[src/rtl/count_tick_pkg.sv]
// count_tick_gen shared types: FSM state encoding, default widths
// and reset values for the tick generator registers.
package count_tick_pkg;

  typedef enum logic {
    IDLE = 1'b0,
    RUN  = 1'b1
  } state_e;

  localparam int DIV_W_DEF   = 8;
  localparam int BURST_W_DEF = 4;

  localparam state_e RST_STATE = IDLE;
  localparam logic   RST_EN    = 1'b0;
  localparam logic   RST_DONE  = 1'b0;

endpackage

[src/rtl/count_tick_gen_if.sv]
// Control/status bundle between a run controller (master)
// and the tick generator (slave).
interface count_tick_gen_if #(
  parameter int DIV_W   = 8,
  parameter int BURST_W = 4
);

  logic               start;
  logic               stop;
  logic [DIV_W-1:0]   div;
  logic [BURST_W-1:0] burst_len;
  logic               en;
  logic               busy;
  logic               done;
  logic [BURST_W-1:0] tick_cnt;

  modport master (
    output start, stop, div, burst_len,
    input  en, busy, done, tick_cnt
  );

  modport slave (
    input  start, stop, div, burst_len,
    output en, busy, done, tick_cnt
  );

endinterface

[src/rtl/tick_prescaler.sv]
// Loadable down-counter; reloads on zero while running and
// flags the zero count on o_hit.
module tick_prescaler #(
  parameter int W = 8
) (
  input  logic         clk,
  input  logic         rst,
  input  logic         i_load,
  input  logic         i_run,
  input  logic [W-1:0] i_val,
  output logic         o_hit
);

  logic [W-1:0] r_cnt;

  assign o_hit = (r_cnt == '0);

  always_ff @(posedge clk or negedge rst) begin
    if (!rst) begin
      r_cnt <= '0;
    end else if (i_load) begin
      r_cnt <= i_val;
    end else if (i_run) begin
      r_cnt <= o_hit ? i_val : r_cnt - W'(1);
    end
  end

endmodule

[src/rtl/count_tick_gen.sv]
// Programmable enable-pulse generator for the downstream counter.
// Define TICK_GEN_BURST_EN for finite bursts with done.
module count_tick_gen
  import count_tick_pkg::*;
#(
  parameter int DIV_W   = DIV_W_DEF,
  parameter int BURST_W = BURST_W_DEF
) (
  input  logic             clk,
  input  logic             rst,
  count_tick_gen_if.slave  bus
);

  state_e             r_state;
  state_e             w_state_nxt;
  logic               r_en;
  logic               w_en_nxt;
  logic [BURST_W-1:0] r_tick_cnt;
  logic [BURST_W-1:0] w_tick_nxt;
  logic [BURST_W-1:0] w_tick_inc;
  logic [DIV_W-1:0]   r_div_q;
  logic [DIV_W-1:0]   w_div_nxt;
  logic [DIV_W-1:0]   w_psc_val;
  logic               w_load;
  logic               w_run;
  logic               w_hit;

`ifdef TICK_GEN_BURST_EN
  logic [BURST_W-1:0] r_len_q;
  logic [BURST_W-1:0] w_len_nxt;
  logic               r_done;
  logic               w_done_nxt;
`endif

  assign w_tick_inc = r_tick_cnt + BURST_W'(1);
  // start loads the live divisor; reloads use the latched copy
  assign w_psc_val  = w_load ? bus.div : r_div_q;

  tick_prescaler #(
    .W (DIV_W)
  ) u_psc (
    .clk    (clk),
    .rst    (rst),
    .i_load (w_load),
    .i_run  (w_run),
    .i_val  (w_psc_val),
    .o_hit  (w_hit)
  );

  always_comb begin
    w_state_nxt = r_state;
    w_en_nxt    = 1'b0;
    w_tick_nxt  = r_tick_cnt;
    w_div_nxt   = r_div_q;
    w_load      = 1'b0;
    w_run       = 1'b0;
`ifdef TICK_GEN_BURST_EN
    w_len_nxt   = r_len_q;
    w_done_nxt  = 1'b0;
`endif
    unique case (r_state)
      IDLE: begin
        if (bus.start && !bus.stop) begin
          w_state_nxt = RUN;
          w_div_nxt   = bus.div;
          w_tick_nxt  = '0;
          w_load      = 1'b1;
`ifdef TICK_GEN_BURST_EN
          w_len_nxt   = bus.burst_len;
`endif
        end
      end
      RUN: begin
        if (bus.stop) begin
          w_state_nxt = IDLE;
        end else begin
          w_run = 1'b1;
          if (w_hit) begin
            w_en_nxt   = 1'b1;
            w_tick_nxt = w_tick_inc;
`ifdef TICK_GEN_BURST_EN
            if (r_len_q != '0 && w_tick_inc == r_len_q) begin
              w_done_nxt  = 1'b1;
              w_state_nxt = IDLE;
            end
`endif
          end
        end
      end
    endcase
  end

  always_ff @(posedge clk or negedge rst) begin
    if (!rst) begin
      r_state    <= RST_STATE;
      r_en       <= RST_EN;
      r_tick_cnt <= '0;
      r_div_q    <= '0;
`ifdef TICK_GEN_BURST_EN
      r_len_q    <= '0;
      r_done     <= RST_DONE;
`endif
    end else begin
      r_state    <= w_state_nxt;
      r_en       <= w_en_nxt;
      r_tick_cnt <= w_tick_nxt;
      r_div_q    <= w_div_nxt;
`ifdef TICK_GEN_BURST_EN
      r_len_q    <= w_len_nxt;
      r_done     <= w_done_nxt;
`endif
    end
  end

  assign bus.en       = r_en;
  assign bus.busy     = (r_state == RUN);
  assign bus.tick_cnt = r_tick_cnt;
`ifdef TICK_GEN_BURST_EN
  assign bus.done     = r_done;
`else
  assign bus.done     = 1'b0;
`endif

endmodule

[src/flat_wrapper.sv]
// flat-port wrapper written by rule: the top's interface ports become plain ports
module count_tick_gen_flat import count_tick_pkg::*;
#(
  parameter int DIV_W   = DIV_W_DEF,
  parameter int BURST_W = BURST_W_DEF
)
  (clk, rst, bus_start, bus_stop, bus_div, bus_burst_len, bus_en, bus_busy, bus_done, bus_tick_cnt);
  count_tick_gen_if #(.DIV_W(DIV_W), .BURST_W(BURST_W)) bus_i ();
  input  logic clk;
  input  logic rst;
  input wire logic [$bits(bus_i.start)-1:0] bus_start;
  input wire logic [$bits(bus_i.stop)-1:0] bus_stop;
  input wire logic [$bits(bus_i.div)-1:0] bus_div;
  input wire logic [$bits(bus_i.burst_len)-1:0] bus_burst_len;
  output wire logic [$bits(bus_i.en)-1:0] bus_en;
  output wire logic [$bits(bus_i.busy)-1:0] bus_busy;
  output wire logic [$bits(bus_i.done)-1:0] bus_done;
  output wire logic [$bits(bus_i.tick_cnt)-1:0] bus_tick_cnt;
  assign bus_i.start = bus_start;
  assign bus_i.stop = bus_stop;
  assign bus_i.div = bus_div;
  assign bus_i.burst_len = bus_burst_len;
  assign bus_en = bus_i.en;
  assign bus_busy = bus_i.busy;
  assign bus_done = bus_i.done;
  assign bus_tick_cnt = bus_i.tick_cnt;
  count_tick_gen #(.DIV_W(DIV_W), .BURST_W(BURST_W)) u_core (.clk(clk), .rst(rst), .bus(bus_i));
endmodule
[config.mk]
export PLATFORM = sky130hd
export DESIGN_NAME = count_tick_gen_flat
export DESIGN_NICKNAME = d
export VERILOG_FILES = /design/src/rtl/count_tick_pkg.sv /design/src/rtl/count_tick_gen_if.sv /design/src/rtl/tick_prescaler.sv /design/src/rtl/count_tick_gen.sv /design/src/flat_wrapper.sv
export SDC_FILE = /design/constraint.sdc
export NUM_CORES = 1
export LEC_CHECK = 0
export ABC_CLOCK_PERIOD_IN_PS = 3100
export BUFFER_PORTS_ARGS = -buffer_cell sky130_fd_sc_hd__buf_2
export CORE_MARGIN = 2
export CORE_UTILIZATION = 42
export DETAILED_ROUTE_END_ITERATION = 16
export PLACE_DENSITY = 0.69
export SYNTH_ARGS = -nofsm -noshare
export SYNTH_HDL_FRONTEND = slang
export SYNTH_SLANG_ARGS = --single-unit
[constraint.sdc]
create_clock -name clk -period 3.1 [get_ports clk]
set_input_delay 0.155 -clock clk [delete_from_list [all_inputs] [get_ports clk]]
set_output_delay 0.155 -clock clk [all_outputs]
set_load 0.02 [all_outputs]
==> results by stage, run 1 <==
Logic synthesis:
- The total number of yosys warnings is 0.
- The share of the Yosys chip area taken by registers is 0.437.
- The number of enable flip-flop cells after synthesis is 0.
- The number of distinct library cells after synthesis is 38.
- After synthesis, the mean cell area works out to 10.1 um^2.
- After synthesis the cells add up to 1260 um^2.
- The number of instances in the synthesized netlist is 125.
- The dominant synthesized flop cell is sky130_fd_sc_hd__dfrtp_1.
- The number of nets produced by synthesis is 144.
- The share of synthesized registers carrying an async set or reset is 1.00.
- The register bit count reported by yosys is 22.

Die:
- The area enclosed by the die boundary is 3450 um^2.
- In this run the horizontal extent of the chip is 58.8 um.
- The initial core utilization is 0.449.
- The overall die height is 58.8 um.
- The floorplan has 19 rows.
- The floorplan step defined a core boundary enclosing 2810 um^2.
- The number of top-level design ports is 23.

GRT:
- The initial antenna violation count is 0.
- The remaining global-route overflow is 0.
- The total global-route track usage is 0.177.
- The first-pass GRT wire length is 4.69 mm.
- The via count of the first global-routing pass is 1,000.
- Entering global routing, the biggest net connects 23 pins.

Drt:
- Using the TritonRoute via totals, the vias-per-cell ratio works out to 6.04.
- Across all layers, the routed design uses 1,039 vias.
- The count of nets left with antenna violations once routing finished came out at 0.
- In the final routed layout, each cell accounts on average for 16.2 um.
- The routed design has 2.78 mm of wire.
- The first-pass detailed-route iteration total is 12.
- The DRC violation count after routing is 2.
- For this block, the initial DRC count from the detailed router was 32.

Timing:
- Headroom to the max-slew limit came out at 0.358.
- The final max-slew violation count came to 0.
- Subtracting the final worst setup slack from the clock period gives 2330 ps.
- The final setup TNS is 0 ps.
- The final clock skew is 24.4 ps.
- The final setup violation count is 0.
- For the pin with the worst max-slew slack, the measured transition is 960 ps.
- The count of final hold-check violations is 0.
- In the finished design, the share of the clock period the worst path needs comes to 0.752.
- Setup repair after global routing left no endpoint under its margin.
- Timing would allow up to 429 MHz.

CTS:
- After clock tree synthesis, the repair step resized 0 gates.
- The buffers inserted during post-CTS setup optimization is 0.
- TritonCTS built the clock tree.
- Clock tree synthesis inserted a total of 3 buffers.
- Clock-pin slew was measured on the worst setup and hold paths at 150 ps.
- CTS placed an instance of sky130_fd_sc_hd__clkbuf_4 at the clock tree root.
- The number of clock sinks is 22.
- The level count of the clock H-tree is 1.
- Counting along the longest clock path gives a buffer depth of 2.
- The clock reaches the later pin of the worst-skew pair after 320 ps.

Cells and area:
- Summing all flip-flop and latch instances after layout gives 551 um^2.
- The fill cell instance count of the final layout is 275.
- In the final layout, the multi-input gates occupy 652 um^2.
- The fraction of final layout cells with drive strength greater than 1 is 0.227.
- The final layout contains 161 nets.
- The number of inserted diodes is 0.
- The final cell count without fillers is 172.
- Compared with the post-synthesis result, the final layout area differs by 12.0%.

Run:
- The number of maximum-capacitance constraint violations is 0.

Power:
- The power per unit of standard cell area is 591 nW/um^2.
- The worst voltage drop across the vdd grid is 0.000399 V.
- The analysis attributes to cell leakage a power of 0.654 nW.

Run status:
- The final reports fail on design-rule violations.
- The run finished, with violations left.

Worst setup path:
- The signal arrival time at the worst endpoint is 2570 ps.
- The startpoint type of the worst setup path is a register.
- The endpoint kind of the worst setup timing path is a register.
- The required time at the worst-slack endpoint is 3340 ps.
- The setup path with the least slack is of type reg2reg.
- The top fanout value on the critical path is 9.

Placed design:
- At the end of routability-driven placement, the weighted congestion stood at 0.777.
- The number of buffers inserted by port buffering is 17.
- The post-placement cell count is 167.
- The post-detailed-placement half-perimeter wirelength is 1.99 mm.

Min path:
- The tightest min-delay check is of the in2reg type.
==> cell usage after synthesis (3+ instances only) <==
| master | number | area share |
|---|---|---|
| sky130_fd_sc_hd__clkbuf_1 | 3 | 0.0089 |
| sky130_fd_sc_hd__dfrtp_1 | 22 | 0.44 |
| sky130_fd_sc_hd__a21oi_1 | 7 | 0.028 |
| sky130_fd_sc_hd__nor2b_1 | 6 | 0.030 |
| sky130_fd_sc_hd__o21ai_0 | 13 | 0.052 |
| sky130_fd_sc_hd__o22a_1 | 4 | 0.028 |
| sky130_fd_sc_hd__mux2_2 | 8 | 0.072 |
| sky130_fd_sc_hd__ha_1 | 3 | 0.030 |
| sky130_fd_sc_hd__o22ai_1 | 4 | 0.020 |
| sky130_fd_sc_hd__nand2_1 | 6 | 0.018 |
| sky130_fd_sc_hd__mux2i_1 | 4 | 0.032 |
| sky130_fd_sc_hd__nor2_1 | 4 | 0.012 |
| sky130_fd_sc_hd__inv_1 | 6 | 0.018 |
| sky130_fd_sc_hd__nand2b_1 | 3 | 0.015 |
==> cells by family after synthesis <==
family / share of synthesized area
AO/OA/AOI/OAI: 0.219
AND/OR/NAND/NOR: 0.139
flip-flops: 0.437
multiplexers: 0.112
buffers and inverters: 0.0457
adder cells (fa/ha/maj): 0.0298
XOR/XNOR: 0.0139
other: 0.00298
==> area by class of cell <==
type                       instances  area share
clock buffer                       3      0.0160
clock inverter                     1      0.0213
inverter                           6      0.0160
multi-input combinational         91       0.462
sequential                        22       0.390
tap                               31      0.0275
timing repair buffer              18      0.0674
==> metrics by stage <==
stage | hold WS (ps) | power (mW) | instance area, um^2 | worst slack, ps | util
final | 68.2 | 0.834 | 1410 | 770 | 0.503
after global routing | 64.7 | 0.886 | 1410 | 652 | 0.503
after CTS | 69.1 | 0.840 | 1410 | 767 | 0.503
after detailed placement | 144 | 0.613 | 1350 | 773 | 0.481
after global placement | 142 | 0.600 | 1350 | 819 | 0.481
after floorplan | -141 | 0.554 | 1260 | 954 | -
==> metal layers <==
layer	vias up	global-route usage	share of wire
met3	0	0.0396	0.043
met1	521	0.233	0.46
met4	0	0.0195	0
met2	24	0.308	0.50
met5	-	0	0
li1	494	-	-
==> path summary, 6_finish.rpt <==
kind	startpoint	end	slack [ps]	cells after the start
worst max-delay path	u_core.u_psc.r_cnt[1]$_DFFE_PN0P_	u_core.bus.tick_cnt[0]$_DFFE_PN0P_	770	6
worst min-delay path	bus_div[7]	u_core.r_div_q[7]$_DFFE_PN0N_	70	2
worst max register to register	u_core.u_psc.r_cnt[1]$_DFFE_PN0P_	u_core.bus.tick_cnt[0]$_DFFE_PN0P_	770	6
worst min register to register	u_core.bus.tick_cnt[2]$_DFFE_PN0P_	u_core.bus.tick_cnt[2]$_DFFE_PN0P_	510	1
max in group asynchronous	rst	u_core.r_div_q[2]$_DFFE_PN0N_	2440	2
min in group asynchronous	rst	u_core.bus.en$_DFF_PN0_	300	2
==> power breakdown <==
part	internal, mW	leakage (nW)	switching (mW)
Combinational	0.106	0.354	0.104
Sequential	0.336	0.272	0.0626
Clock	0.131	0.0279	0.0943
Total	0.573	0.654	0.261
==> sequential cells by signal (all words and copies together) (netlist names) <==
register,count
u_core.r_div_q,8
u_core.bus.tick_cnt,4
u_core.bus.en,1
u_core.u_psc.r_cnt,8
u_core.bus.busy,1
==> cell usage in the layout, fill, tap and decap left out, types with 4 or more instances in the layout <==
cell,synthesis,final
sky130_fd_sc_hd__a21oi_1,7,7
sky130_fd_sc_hd__buf_2,1,17
sky130_fd_sc_hd__dfrtp_1,22,22
sky130_fd_sc_hd__inv_1,6,6
sky130_fd_sc_hd__mux2_2,8,8
sky130_fd_sc_hd__mux2i_1,4,4
sky130_fd_sc_hd__nand2_1,6,6
sky130_fd_sc_hd__nor2_1,4,4
sky130_fd_sc_hd__nor2b_1,6,6
sky130_fd_sc_hd__o21ai_0,13,13
sky130_fd_sc_hd__o22a_1,4,4
sky130_fd_sc_hd__o22ai_1,4,4
==> repair_timing <==
action	in CTS	in global routing
endpoints found under the setup margin	0	0
endpoints found under the hold margin	22	0
hold buffers	1	0
==> critical path, stage by stage, from the launching register on <==
cell,delay (ps)
sky130_fd_sc_hd__dfrtp_1,440
sky130_fd_sc_hd__inv_1,140
sky130_fd_sc_hd__ha_1,230
sky130_fd_sc_hd__or3b_2,510
sky130_fd_sc_hd__or2_1,390
sky130_fd_sc_hd__mux2_1,370
sky130_fd_sc_hd__a22o_1,170
(Power assumes the default switching activity.)
==> inputs of run 2 (changes only) <==
- ABC_AREA: default -> 1
- ABC_CLOCK_PERIOD_IN_PS: 3100 -> 1900
- PLACE_DENSITY: 0.69 -> 0.72
- clock period: 3.1 -> 1.9 ns (I/O delays scaled with it)
==> results by stage, run 2 <==
Placed design:
- The post-detailed-placement half-perimeter wirelength is 1.73 mm (-13%).
- The area of placed instances came to 1330 um^2 (-1.8%).
- The setup slack after placement is 394 ps (-379 ps).
- The final weighted congestion in routability-driven placement is 0.850 (+9.4%).
- The number of buffers inserted by port buffering is 17 (unchanged).

Worst setup path:
- The signal arrival time at the worst endpoint is 1730 ps (-840 ps).
- The startpoint identified for the worst register-to-register timing path is u_core.u_psc.r_cnt[0]$_DFFE_PN0P_.
- The kind of cell adding the most delay to the critical path is simple AND/OR/NAND/NOR gates.
- STA classifies the critical path startpoint as a register.
- The signal on the critical path passes through inv_1 -> ha_1 -> inv_1 -> nor3_2 -> nand2_2 -> nand2_1 -> inv_1 -> nand2_1 -> o21ai_1.
- The critical path is of the reg2reg type.
- The highest cell delay on the worst timing path was 420 ps (-90 ps).
- The number of cells on the worst reg-to-reg path is 9 (+3).
- The endpoint kind of the worst setup timing path is a register.
- The slowest stage of the critical path belongs to the cell sky130_fd_sc_hd__dfrtp_1.
- The required time at the worst-slack endpoint is 2110 ps (-1230 ps).
- The endpoint identified for the worst register-to-register timing path is u_core.bus.tick_cnt[0]$_DFFE_PN0P_.
- The top fanout value on the critical path was 5 (-4).
- The setup slack of the most critical reg-to-reg path came to 390 ps (-380 ps).
- The cell that appears most often on the critical path is sky130_fd_sc_hd__inv_1.
- The worst path buffer plus inverter count was 3 (+2).

Power:
- The combinational group share of total power came to 0.316 (+0.065).
- The static leakage is 0.756 nW (+16%).
- The worst voltage drop across the vdd grid is 0.000551 V (+38%).
- The net switching power of the design is 513 uW (+97%).
- The switching part of the total power is 0.370 (+0.0577).
- The clock share of power is 0.194 (-0.076).
- The cell internal power dissipation is 872 uW (+52%).
- The post-route total power was 1.39 mW (+66%).
- The power per unit of standard cell area is 996 nW/um^2 (+69%).
- The share of total power in sequential cells is 0.491 (+0.012).

Logic synthesis:
- By area the synthesized netlist is led by sky130_fd_sc_hd__dfrtp_1, sky130_fd_sc_hd__nand2_1, sky130_fd_sc_hd__nor2_1, sky130_fd_sc_hd__inv_1, sky130_fd_sc_hd__a21oi_1.
- The area of the mapped netlist is 1220 um^2 (-3.2%).
- The share of synthesized registers carrying an async set or reset is 1.00 (unchanged).
- The number of instances in the synthesized netlist came to 153 (+22%).
- The number of enable flip-flop cells after synthesis is 0 (unchanged).
- The commonest cells after synthesis are sky130_fd_sc_hd__nand2_1, sky130_fd_sc_hd__dfrtp_1, sky130_fd_sc_hd__nor2_1, sky130_fd_sc_hd__inv_1.
- The top-area cell type share of the netlist area is 0.451 (+0.0143).
- The dominant synthesized flop cell is sky130_fd_sc_hd__dfrtp_1.
- The register bit count reported by yosys is 22 (unchanged).
- The number of nets produced by synthesis is 172 (+19%).
- Yosys instantiated no cell more often than sky130_fd_sc_hd__nand2_1.
- The average instance area after synthesis was 7.97 um^2 (-21%).
- The total number of yosys warnings was 0 (unchanged).
- The portion of the post-synthesis area used by sequential elements is 0.451 (+0.0143).
- The number of distinct library cells after synthesis is 28 (-26%).
- The biggest area contributor in the post-synthesis netlist is sky130_fd_sc_hd__dfrtp_1.

Cells and area:
- Leaving out fill and tap cells, the most frequent cells in the layout are sky130_fd_sc_hd__nand2_1, sky130_fd_sc_hd__dfrtp_1, sky130_fd_sc_hd__nor2_1.
- The number of inserted diodes is 0 (unchanged).
- The library cell used most frequently in the layout, excluding fill and tap cells, is sky130_fd_sc_hd__nand2_1.
- The total non-filler cell area in the finished layout is 1390 um^2 (-1.4%).
- Compared with the post-synthesis result, the final layout area differs by 14.1%.
- The net count reported at finish is 195 (+21%).
- The fraction of final layout cells with drive strength greater than 1 came to 0.211 (-0.0155).

Timing:
- The part of the cycle the worst path needs is 0.797 (+0.0449).
- The final critical delay including setup and external delays is 1510 ps (-817 ps).
- Setup repair after global routing left no endpoint under its margin.
- The slack of the critical path is 387 ps (-383 ps).
- The fmax was 661 MHz (+54%).
- The final setup violation count was 0 (unchanged).
- The final setup TNS was 0 ps (unchanged).
- The final max-slew violation count is 0 (unchanged).
- The worst-margin pin slew is 512 ps (-448 ps).
- The final hold slack is 3.05 ps (-65.2 ps).
- The final clock skew is 5.01 ps (-19.4 ps).
- The tightest slew margin relative to the limit is 0.659 (+0.301).
- The count of final hold-check violations is 0 (unchanged).

GRT:
- The via count of the first global-routing pass was 1,028 (+2.8%).
- The first-pass GRT wire length is 4.22 mm (-10%).
- The remaining global-route overflow was 0 (unchanged).
- The maximum number of pins on one net before global-route repair is 23 (unchanged).
- The initial antenna violation count was 0 (unchanged).
- The total global-route track usage is 0.161 (-0.0158).

CTS:
- The clock tree root buffer cell is sky130_fd_sc_hd__clkbuf_4.
- The clock edge transition at the registers on the reported setup and hold paths was 130 ps (-20 ps).
- The post-CTS resize count is 0 (unchanged).
- The TritonCTS clock tree is done.
- The maximum clock path buffer count is 2 (unchanged).
- The number of clock sinks came to 22 (unchanged).
- The clock buffer count from CTS is 3 (unchanged).
- The later-pin clock latency in the skew report was 320 ps (about the same).
- The level count of the clock H-tree is 1 (unchanged).

Drt:
- The detailed-route vias per instance is 4.95 (-18%).
- The DRC violation count after routing is 0 (-2).
- The number of nets with antenna violations after routing is 0 (unchanged).
- The first-pass detailed-route iteration total is 4 (-8).
- The total number of vias is 1,019 (-1.9%).
- The detailed-route wire length is 2.35 mm (-15%).
- The initial detailed-routing violation count is 24 (-25%).
- The per-cell routed wire length is 11.4 um (-29%).

Min path:
- The worst hold path cell count is 3 (+1).
- The worst hold path belongs to the class in2reg.
- The launch point of the worst hold path is bus_div[0].
- The end point of the worst hold path is u_core.r_div_q[0]$_DFFE_PN0N_.

Run:
- The number of maximum-capacitance constraint violations came to 0 (unchanged).

Run status:
- The flow ran to the end, and the final reports show no timing, DRC or antenna violations.

Die:
- The area enclosed by the die boundary is 3350 um^2 (-3.0%).
- The area of the core is 2760 um^2 (-1.7%).
- The initial core utilization is 0.442 (-0.00678).
- The overall die height is 57.9 um (-1.5%).
- The overall die width was 57.9 um (-1.5%).
- The number of standard-cell rows in the floorplan is 19 (unchanged).
- The number of top-level design ports was 23 (unchanged).
## run 2: cell types whose count changed after synthesis, sizes merged, moves of 4 or more
cell   change
nor2      +19
inv       +10
o22ai      -4
nor2b      -6
o22a       -4
nand3      +4
mux2       -9
mux2i      -4
nand2     +43
## run 2: final cells by class
type	instances	area, um^2
Clock buffer	4	36.3
Inverter	16	62.6
Fill cell	257	1370
Multi-Input combinational cell	112	581
Tap cell	31	38.8
Timing Repair Buffer	21	123
Sequential cell	22	551
## run 2: power groups by stage
| stage | clock [mW] | sequential (mW) | combinational (mW) |
|---|---|---|---|
| 3_3_place_gp | 0 | 0.685 | 0.422 |
| 3_5_place_dp | 0 | 0.689 | 0.436 |
| 5_1_grt | 0.290 | 0.695 | 0.520 |
| 6_report | 0.268 | 0.680 | 0.437 |
| 2_1_floorplan | 0 | 0.672 | 0.353 |
| 4_1_cts | 0.275 | 0.681 | 0.444 |
## run 2: cells by family after synthesis
group / after synthesis / synth area share
DFF: 22 / 0.451
adders and majority gates: 3 / 0.0308
other: 1 / 0.00307
and+or+nand+nor: 82 / 0.313
AOI/OAI and AO/OA: 22 / 0.101
buffers and inverters: 19 / 0.0728
xor gates and xnor gates: 4 / 0.0287
## run 2: what timing repair did
item / 4_1_cts / 5_1_grt
hold buffers: 3 / 0
hold endpoints to repair: 24 / 0
buffers inserted: 0 / 0
## run 2: stage by stage
step / instances / util
2_1_floorplan: 153 / -
3_3_place_gp: 199 / 0.480
3_5_place_dp: 199 / 0.480
4_1_cts: 206 / 0.505
5_1_grt: 206 / 0.505
6_report: 206 / 0.505
## run 2: tightest hold or removal path, stage by stage
cell                      delay, ps
sky130_fd_sc_hd__buf_2           80
sky130_fd_sc_hd__nand2_1         40
sky130_fd_sc_hd__nand2_1         70
## run 2: worst max path at each step
stage                     slack, ps                            endpoint                         startpoint  cells after the start
after CTS                       370  u_core.bus.tick_cnt[0]$_DFFE_PN0P_  u_core.u_psc.r_cnt[0]$_DFFE_PN0P_                      9
after detailed placement        390  u_core.bus.tick_cnt[0]$_DFFE_PN0P_  u_core.u_psc.r_cnt[0]$_DFFE_PN0P_                      9
after global placement          440   u_core.u_psc.r_cnt[1]$_DFFE_PN0P_  u_core.u_psc.r_cnt[0]$_DFFE_PN0P_                      9
after global routing            170  u_core.bus.tick_cnt[0]$_DFFE_PN0P_  u_core.u_psc.r_cnt[0]$_DFFE_PN0P_                      9
after floorplan                 560   u_core.u_psc.r_cnt[1]$_DFFE_PN0P_  u_core.u_psc.r_cnt[0]$_DFFE_PN0P_                      9
final                           390  u_core.bus.tick_cnt[0]$_DFFE_PN0P_  u_core.u_psc.r_cnt[0]$_DFFE_PN0P_                      9
## run 2: per-layer routing
metal  global-route usage  wire length, um
met5                    0                0
met1                0.188             1110
met3               0.0290               86
met2                0.299             1120
met4               0.0498               38
